<file path="src/rtl/ps2_pkg.sv">
// Shared PS/2 keyboard definitions: frame FSM state encoding, scan-code constants
// used by the receiver and the player-movement logic, and the frame parity helper.
package ps2_pkg;

   typedef logic [1:0] ps2_state_t;

   localparam ps2_state_t IDLE   = 2'd0;
   localparam ps2_state_t DATA   = 2'd1;
   localparam ps2_state_t PARITY = 2'd2;
   localparam ps2_state_t STOP   = 2'd3;

   localparam logic [7:0] BREAK_CODE = 8'hF0;
   localparam logic [7:0] EXT_CODE   = 8'hE0;
   localparam logic [7:0] KEY_LEFT   = 8'h6B;
   localparam logic [7:0] KEY_RIGHT  = 8'h74;

   // PS/2 frames carry odd parity over the data byte plus the parity bit
   function automatic logic odd_parity_ok(input logic [7:0] data, input logic parity);
      return ^{data, parity};
   endfunction

endpackage

</file>
<file path="src/rtl/ps2_sync_edge.sv">
// Two-flop synchronizers for the PS/2 clock and data lines plus a falling-edge
// detector on the synchronized clock. Flops reset to 1 to match an idle bus.
module ps2_sync_edge (
   input  logic clk,
   input  logic reset,
   input  logic ps2_clk,
   input  logic ps2_data,
   output logic data_s,
   output logic fall_s
);

   logic clk_meta_r;
   logic clk_sync_r;
   logic clk_prev_r;
   logic data_meta_r;
   logic data_sync_r;

   // Synchronizer chains and previous-cycle copy of the synchronized clock
   always_ff @(posedge clk) begin
      if (reset) begin
         clk_meta_r  <= 1'b1;
         clk_sync_r  <= 1'b1;
         clk_prev_r  <= 1'b1;
         data_meta_r <= 1'b1;
         data_sync_r <= 1'b1;
      end else begin
         clk_meta_r  <= ps2_clk;
         clk_sync_r  <= clk_meta_r;
         clk_prev_r  <= clk_sync_r;
         data_meta_r <= ps2_data;
         data_sync_r <= data_meta_r;
      end
   end

   assign data_s = data_sync_r;
   assign fall_s = clk_prev_r & ~clk_sync_r;

endmodule

</file>
<file path="src/rtl/ps2_scan_rx.sv">
// PS/2 keyboard receiver: deframes 11-bit frames and tracks the currently held
// make code, handling the E0 extended prefix and F0 break prefix.
module ps2_scan_rx
   import ps2_pkg::*;
#(
   parameter int TIMEOUT_CYCLES = 50000
) (
   input  logic       clk,
   input  logic       reset,
   input  logic       ps2_clk,
   input  logic       ps2_data,
   output logic [7:0] scan_code,
   output logic       extended,
   output logic       code_valid,
   output logic       frame_error
);

   localparam int TMO_W = $clog2(TIMEOUT_CYCLES + 1);
   localparam logic [TMO_W-1:0] TMO_LAST = TMO_W'(TIMEOUT_CYCLES - 1);

   logic             data_s;
   logic             fall_s;
   ps2_state_t       state_r;
   logic [2:0]       bit_cnt_r;
   logic [7:0]       shift_r;
   logic             parity_r;
   logic [TMO_W-1:0] tmo_cnt_r;
   logic             brk_pend_r;
   logic             ext_pend_r;

   logic             start_err_s;
   logic             byte_good_s;
   logic             byte_bad_s;
   logic             timeout_s;

   ps2_sync_edge u_sync (
      .clk      (clk),
      .reset    (reset),
      .ps2_clk  (ps2_clk),
      .ps2_data (ps2_data),
      .data_s   (data_s),
      .fall_s   (fall_s)
   );

   // Frame-level events derived from the current state and the edge strobe
   always_comb begin
      start_err_s = 1'b0;
      byte_good_s = 1'b0;
      byte_bad_s  = 1'b0;
      timeout_s   = 1'b0;
      if (fall_s) begin
         if (state_r == IDLE) begin
            start_err_s = data_s;
         end else if (state_r == STOP) begin
            byte_good_s = data_s & odd_parity_ok(shift_r, parity_r);
            byte_bad_s  = ~byte_good_s;
         end else begin
            start_err_s = 1'b0;
         end
      end else begin
         timeout_s = (state_r != IDLE) && (tmo_cnt_r == TMO_LAST);
      end
   end

   // Frame FSM: advances only on PS/2 falling edges, aborted by timeout
   always_ff @(posedge clk) begin
      if (reset) begin
         state_r   <= IDLE;
         bit_cnt_r <= 3'd0;
         shift_r   <= 8'h00;
         parity_r  <= 1'b0;
      end else if (timeout_s) begin
         state_r   <= IDLE;
         bit_cnt_r <= 3'd0;
         shift_r   <= 8'h00;
         parity_r  <= 1'b0;
      end else if (fall_s) begin
         case (state_r)
            IDLE: begin
               bit_cnt_r <= 3'd0;
               state_r   <= data_s ? IDLE : DATA;
            end
            DATA: begin
               shift_r   <= {data_s, shift_r[7:1]};
               bit_cnt_r <= bit_cnt_r + 3'd1;
               if (bit_cnt_r == 3'd7) begin
                  state_r <= PARITY;
               end
            end
            PARITY: begin
               parity_r <= data_s;
               state_r  <= STOP;
            end
            STOP: begin
               state_r <= IDLE;
            end
            default: begin
               state_r <= IDLE;
            end
         endcase
      end
   end

   // Inactivity counter, cleared by every edge and whenever the bus is idle
   always_ff @(posedge clk) begin
      if (reset || fall_s || timeout_s || (state_r == IDLE)) begin
         tmo_cnt_r <= {TMO_W{1'b0}};
      end else begin
         tmo_cnt_r <= tmo_cnt_r + TMO_W'(1);
      end
   end

   // Byte decoder: prefix flags, held-key tracking and event pulses
   always_ff @(posedge clk) begin
      if (reset) begin
         scan_code   <= 8'h00;
         extended    <= 1'b0;
         code_valid  <= 1'b0;
         frame_error <= 1'b0;
         brk_pend_r  <= 1'b0;
         ext_pend_r  <= 1'b0;
      end else begin
         code_valid  <= 1'b0;
         frame_error <= start_err_s | byte_bad_s | timeout_s;
         if (byte_good_s) begin
            if (shift_r == BREAK_CODE) begin
               brk_pend_r <= 1'b1;
            end else if (shift_r == EXT_CODE) begin
               ext_pend_r <= 1'b1;
            end else if (brk_pend_r) begin
               // Releasing a key other than the held one leaves the held key in place
               if (shift_r == scan_code) begin
                  scan_code <= 8'h00;
                  extended  <= 1'b0;
               end
               brk_pend_r <= 1'b0;
               ext_pend_r <= 1'b0;
            end else begin
               scan_code  <= shift_r;
               extended   <= ext_pend_r;
               code_valid <= 1'b1;
               ext_pend_r <= 1'b0;
            end
         end else if (byte_bad_s) begin
            brk_pend_r <= 1'b0;
            ext_pend_r <= 1'b0;
         end
      end
   end

endmodule
</file>
<file path="config.mk">
export PLATFORM = sky130hd
export DESIGN_NAME = ps2_scan_rx
export DESIGN_NICKNAME = d
export VERILOG_FILES = /design/src/rtl/ps2_pkg.sv /design/src/rtl/ps2_sync_edge.sv /design/src/rtl/ps2_scan_rx.sv
export SDC_FILE = /design/constraint.sdc
export NUM_CORES = 1
export LEC_CHECK = 0
export CAP_MARGIN = 20
export CORE_MARGIN = 2
export CORE_UTILIZATION = 50
export DETAILED_ROUTE_END_ITERATION = 12
export GPL_TIMING_DRIVEN = 0
export HOLD_SLACK_MARGIN = 0.06
export PLACE_DENSITY = 0.69
export SLEW_MARGIN = 0
export SYNTH_ARGS = -nofsm -noshare
export SYNTH_HDL_FRONTEND = slang
export SYNTH_SLANG_ARGS = --single-unit
</file>
<file path="constraint.sdc">
create_clock -name clk -period 2.95 [get_ports clk]
set_clock_uncertainty 0.1 [all_clocks]
set_input_delay 0.59 -clock clk [delete_from_list [all_inputs] [get_ports clk]]
set_output_delay 0.59 -clock clk [all_outputs]
set_load 0.005 [all_outputs]
</file>
* Yosys cells after proc, flatten, opt, wreduce, memory -nomap -nowiden
Cells that the tools add are included.
** Word-level totals
- Word-level logic and storage cells :: 82
- Flip-flop bits (word level) :: 48
** Operators by class
- Equality and inequality tests :: 12
- Muxes and demuxes :: 25
- Bitwise operators :: 9
- $add $sub $neg :: 2
- Reductions and logical operators :: 18
** Operators by type and width (number)
- 2-to-1 mux 1 bit :: 20
- adder 16 x 1 -> 16 bit (second input constant) :: 1
- == test 16 bit (second input constant) :: 1
- == test 8 bit (second input constant) :: 2
- 2-to-1 mux 8 bit :: 2
- AND reduction 2 bit :: 6
- parity 9 bit :: 1
- == test 8 bit :: 1
- one-hot mux 2 bit (4 select lines) :: 1
- one-hot mux 3 bit (2 select lines) :: 1
- nonzero test 2 bit :: 3
- inverter 1 bit :: 5
- == test 2 bit (second input constant) :: 2
- != test 2 bit (second input constant) :: 2
- AND reduction 4 bit :: 1
- OR reduction 4 bit :: 1
- adder 3 x 1 -> 3 bit (second input constant) :: 1
- == test 3 bit (second input constant) :: 1
- logical OR 1 bit :: 3
- != test 3 bit (second input constant) :: 1
- AND 1 bit :: 2
- == test 2 x 1 -> 1 bit (second input constant) :: 1
- zero test 2 bit :: 1
- 2-to-1 mux 2 bit :: 1
- other kinds (4) :: 5

* Logic depth before layout (Yosys ltp)
- Depth after elaboration :: 8
- Depth in mapped cells :: 7

* By module
From an unflattened synthesis, not the netlist that was laid out.
** Second synthesis, totals
- Cell total of the unflattened synthesis :: 236
- Area total of the unflattened synthesis :: 2194.6 µm²
** Modules (own cells, without submodules)
- ps2_scan_rx :: sequential area each 860.8 µm², area an instance 2057.0 µm², instances 1, cells an instance 225
- ps2_sync_edge :: sequential area each 100.1 µm², area an instance 137.6 µm², instances 1, cells an instance 11

* Worst setup path before layout
No wires, ideal clock.
- Path kind :: reg2reg
- Start point :: register shift_r[2]
- End point :: register scan_code[2]
- Arrival time :: 1.825 ns
- Required time :: 2.761 ns
- Buffers on the path :: 1
- Setup slack :: 0.936 ns
- Cell stages (with the launch flop) :: 7
- Setup time :: 0.089 ns
- Cell sequence :: dfxtp_1 > xor2_1 > xnor3_1 > xnor2_1 > or3b_1 > buf_6 > o32ai_2
** Between the ends
- Word-level cells in the longest chain between the ends :: 6
- Elaborated cells between the ends (all ways) :: 13
** RTL lines
- start, declared :: RTL line ps2_scan_rx.sv:25 : logic [7:0] shift_r;
- start signal, assigned :: RTL line ps2_scan_rx.sv:84 : shift_r <= {data_s, shift_r[7:1]};
- parity 9 bit :: RTL line ps2_pkg.sv:19 : return ^{data, parity};
- AND 1 bit :: RTL line ps2_scan_rx.sv:55 : byte_good_s = data_s & odd_parity_ok(shift_r, parity_r);
- 2-to-1 mux 1 bit :: RTL line ps2_scan_rx.sv:54 : end else if (state_r == STOP) begin
- 2-to-1 mux 1 bit :: RTL line ps2_scan_rx.sv:52 : if (state_r == IDLE) begin
- 2-to-1 mux 1 bit :: RTL line ps2_scan_rx.sv:51 : if (fall_s) begin
- AND reduction 4 bit (no line)
- end signal, assigned :: RTL line ps2_scan_rx.sv:139 : scan_code <= shift_r;
- end, declared :: RTL line ps2_scan_rx.sv:12 : output logic [7:0] scan_code,
Several ways; a longest one is shown, not always the timed one.
A chain may end at the register's enable or synchronous reset.

* Final worst setup path
- Start point :: register tmo_cnt_r[7]
- End point :: register tmo_cnt_r[7]
** Between the ends
- Word-level cells in the longest chain between the ends :: 5
- Elaborated cells between the ends (all ways) :: 6
** RTL lines
- start, declared :: RTL line ps2_scan_rx.sv:27 : logic [TMO_W-1:0] tmo_cnt_r;
- start signal, assigned :: RTL line ps2_scan_rx.sv:107 : tmo_cnt_r <= {TMO_W{1'b0}};
- start signal, assigned :: RTL line ps2_scan_rx.sv:109 : tmo_cnt_r <= tmo_cnt_r + TMO_W'(1);
- parallel branches: the longest is 5 deep, another holds adder 16 x 1 -> 16 bit
Several ways; the timed one is not identified.

==> results.md <==
- Syn avg cell area: approximately 9.1 µm²
- Worst R2R End: tmo_cnt_r[7]
- Critical Path Sink: tmo_cnt_r[7]
- Critical Path RT: 3.05 ns
- Diodes inserted: 0
- First-pass GRT wire length: roughly 7 mm
- Root Driver: clkbuf_8
- Ys flop type: dfxtp_1
- Crit path largest cell delay: ~0.53 ns
- Critical-path cell list: or4_1 -> nor4_1 -> or4_1 -> clkbuf_1 -> buf_2 -> nor2_1
- Dpl ws: 0.599 ns
- Core area: 4320 µm²
- Combinational Power Share: 0.035
- H-tree Lvls: 2
- Core Rows: 24
- Worst Path Class, Setup: register to register
- Initial antenna violation count: 0
- Final period util: 0.774
- P_int: between 0.8 and 0.9 mW
- R2r setup slk: approximately 0.67 ns
- Remaining Overflow, GRT: 0
- DP Wirelength: ~2.8 mm
- Number of synthesized flops with an enable pin: 0
- Clock Sink Count: 48
- Hold Vio Cnt, Final: 0
- Pre-Repair DR Iteration Count: 4
- R2R depth: 6
- Min-delay worst type: register to register
- P_leak: 0.862 nW
- Final Core Density: 0.583
- Clock share of power: 0.367
- GRT Overall Usage: 0.173
- Area share of the largest cell type after synthesis: 0.432
- Register area share after synthesis: 0.432
- Relative slew margins: 0.553
- RR Startpoint: tmo_cnt_r[7]
- Worst-Skew Late Latency: between 0.3 and 0.4 ns
- Vias: 1,610
- CTS tree: yes
- Final Cell Area: about 2500 µm²
- Area growth, synth to finish: 13.3%
- Mapped Area: 2220 µm²
- Synth cell count leaders: 48 x dfxtp_1, 32 x nor2_1, 25 x nand2_1, 20 x xnor2_1, 14 x inv_1
- Ports: 15
- Worst setup path start: tmo_cnt_r[7]
- Die ar.: 5000 µm²
- Post-synthesis compound-gate area fraction: 0.124
- F_max: between 0.4 and 0.5 GHz
- Area leader, netlist: dfxtp_1
- Post-Synth Adder-Cell Area: 0.0394
- PnR worst setup slack: between 0.6 and 0.7 ns
- DRC viols: 0
- Flop and latch count out of synthesis: 48
- Critical Path Fanout Max: 10
- Post-Synth XOR/XNOR Area: 0.120
- Clock Tree Buf Depth: 2
- CTS Buf Count: 5
- PostCTS Resize Cnt: 0
- Final net count: roughly 280
- Number of setup violations in the final report: 0
- Setup bufs post-CTS: 0
- Die Height: about 71 µm
- CP endpoint kind: register
- Total of max-cap violations: 0
- Die Span X: slightly above 70 µm
- Ranking of synthesized cells by area: dfxtp_1 43%, xnor2_1 7.9%, o32ai_2 6.6%
- Via/cell ratio: between 5 and 6
- Critical path's top delay family: simple AND/OR/NAND/NOR gates
- Levels on crit path: 6
- Vias in the first global route: approximately 1,400
- Share of layout cells above drive strength 1: 0.109
- Psw: 0.259 mW
- Final min period: about 2.3 ns
- Worst-path clk slew: 0.09 ns
- CP Launch Type: register
- Worst-Margin Slew: 0.664 ns
- Sw frac: 0.237
- RSZ-0062 raised after global routing: no
- Crit-path slowest cell: or4_1
- Post-Syn Instances: approximately 250
- CP most frequent cell: or4_1
- Overall Power: 1.10 mW
- Final slew viol count: 0
- Detail Route Antenna Nets: 0
- Starting Density: 0.514
- CP bufs+invs: 2
- Pwr/cell area: between 400 and 500 nW/µm²
- Count leader, synth: dfxtp_1
- Largest family of logic cells by synthesized area: simple AND/OR/NAND/NOR gates
- Synth unique cells: 40
- Mean routed wirelength per cell: about 12 µm
- Simple-Gate Fraction of Synth Area: 0.223
- Reg power frac: 0.598
- Setup TNS: 0 ns
- Critical path data arrival time: between 2 and 2.5 ns
- DR iter-0 viols: 100
- Largest net degree at the start of global routing: 17
- Ys async rst share: 0
- Synth Warn #: 0
- Gpl congestion: slightly below 0.8
- Placed Instance Area: around 2400 µm²
- Synthesized net count: 256
- Post-synthesis mux area share: 0.0135
- Routed wire length: just under 4 mm
- Status: complete, no violations
- IO Port Bufs: 14
- Max IR drop VDD: around 0.00019 V
- CTS Hold Bufs: 0
area by class of cell:
cell class                      count  area, µm²
Multi-Input combinational cell    172       1160
Buffer                             11       52.6
Tap cell                           52       65.1
Clock inverter                      3       21.3
Clock buffer                        5       68.8
Sequential cell                    48        961
Timing Repair Buffer               14        140
Fill cell                         411       1800
Inverter                           14       52.6
metal layers:
metal / vias to the layer above / global-route usage / part of all wire
li1: 856 / - / -
met1: 722 / 0.251 / 0.53
met4: 0 / 0.0692 / 0.019
met2: 26 / 0.242 / 0.41
met3: 6 / 0.0470 / 0.040
met5: - / 0 / 0
kinds of logic (layout without fill, tap and decap cells):
logic type | Yosys count | in the layout
fa+ha+maj | 7 | 7
mux | 3 | 3
compound gates | 31 | 31
simple gates | 102 | 102
buf+inv | 25 | 47
flops | 48 | 48
xor+xnor | 29 | 29
state kept, by name, indices dropped and copies added, names as in the netlist:
name,count
u_sync.data_s,1
tmo_cnt_r,16
state_r,2
shift_r,8
parity_r,1
extended,1
bit_cnt_r,3
u_sync.data_meta_r,1
u_sync.clk_sync_r,1
u_sync.clk_meta_r,1
code_valid,1
brk_pend_r,1
scan_code,8
ext_pend_r,1
frame_error,1
u_sync.clk_prev_r,1
layout by cell type (no fill, tap or decap), types with 2 or more instances in the layout:
cell	n
nor3_1	4
a21oi_1	12
o32ai_2	9
ha_1	7
mux2i_1	3
nand2b_1	8
clkbuf_1	6
clkdlybuf4s50_1	14
nand2_1	25
inv_1	14
o21ai_0	2
or2_2	5
nand3_1	8
nor2_1	32
clkbuf_8	5
buf_2	3
xnor2_1	20
or4_1	2
nor4_1	3
dfxtp_1	48
a22oi_1	2
nand4_1	2
xor2_1	8
and3_1	4
stage by stage:
step           cells  hold slack, ns
2_1_floorplan    245           0.289
3_3_place_gp     311           0.313
3_5_place_dp     311           0.301
4_1_cts          319           0.333
5_1_grt          319           0.345
6_report         319           0.327
worst reg2reg max path: stages (launching register included):
cell and delay [ns]:
dfxtp_1 0.35, or4_1 0.53, nor4_1 0.41, or4_1 0.17, clkbuf_1 0.25, buf_2 0.29, nor2_1 0.08
worst min-delay path by stage:
stage / startpoint / end / slack (ns) / cells past startpoint
global placement: u_sync.data_meta_r / u_sync.data_s / 0.31 / 1
global route: u_sync.data_meta_r / u_sync.data_s / 0.35 / 1
CTS: u_sync.clk_meta_r / u_sync.clk_sync_r / 0.33 / 1
finish: u_sync.clk_meta_r / u_sync.clk_sync_r / 0.33 / 1
floorplan: u_sync.clk_meta_r / u_sync.clk_sync_r / 0.29 / 1
detailed placement: u_sync.clk_meta_r / u_sync.clk_sync_r / 0.30 / 1
power by group through the flow:
stage / Combinational [mW] / Sequential [mW] / Clock, mW
2_1_floorplan: 0.0262 / 0.670 / 0
5_1_grt: 0.0426 / 0.657 / 0.443
6_report: 0.0381 / 0.656 / 0.402
4_1_cts: 0.0388 / 0.656 / 0.412
3_3_place_gp: 0.0380 / 0.671 / 0
3_5_place_dp: 0.0385 / 0.671 / 0
No activity file was read; power rests on OpenSTA's default activity.
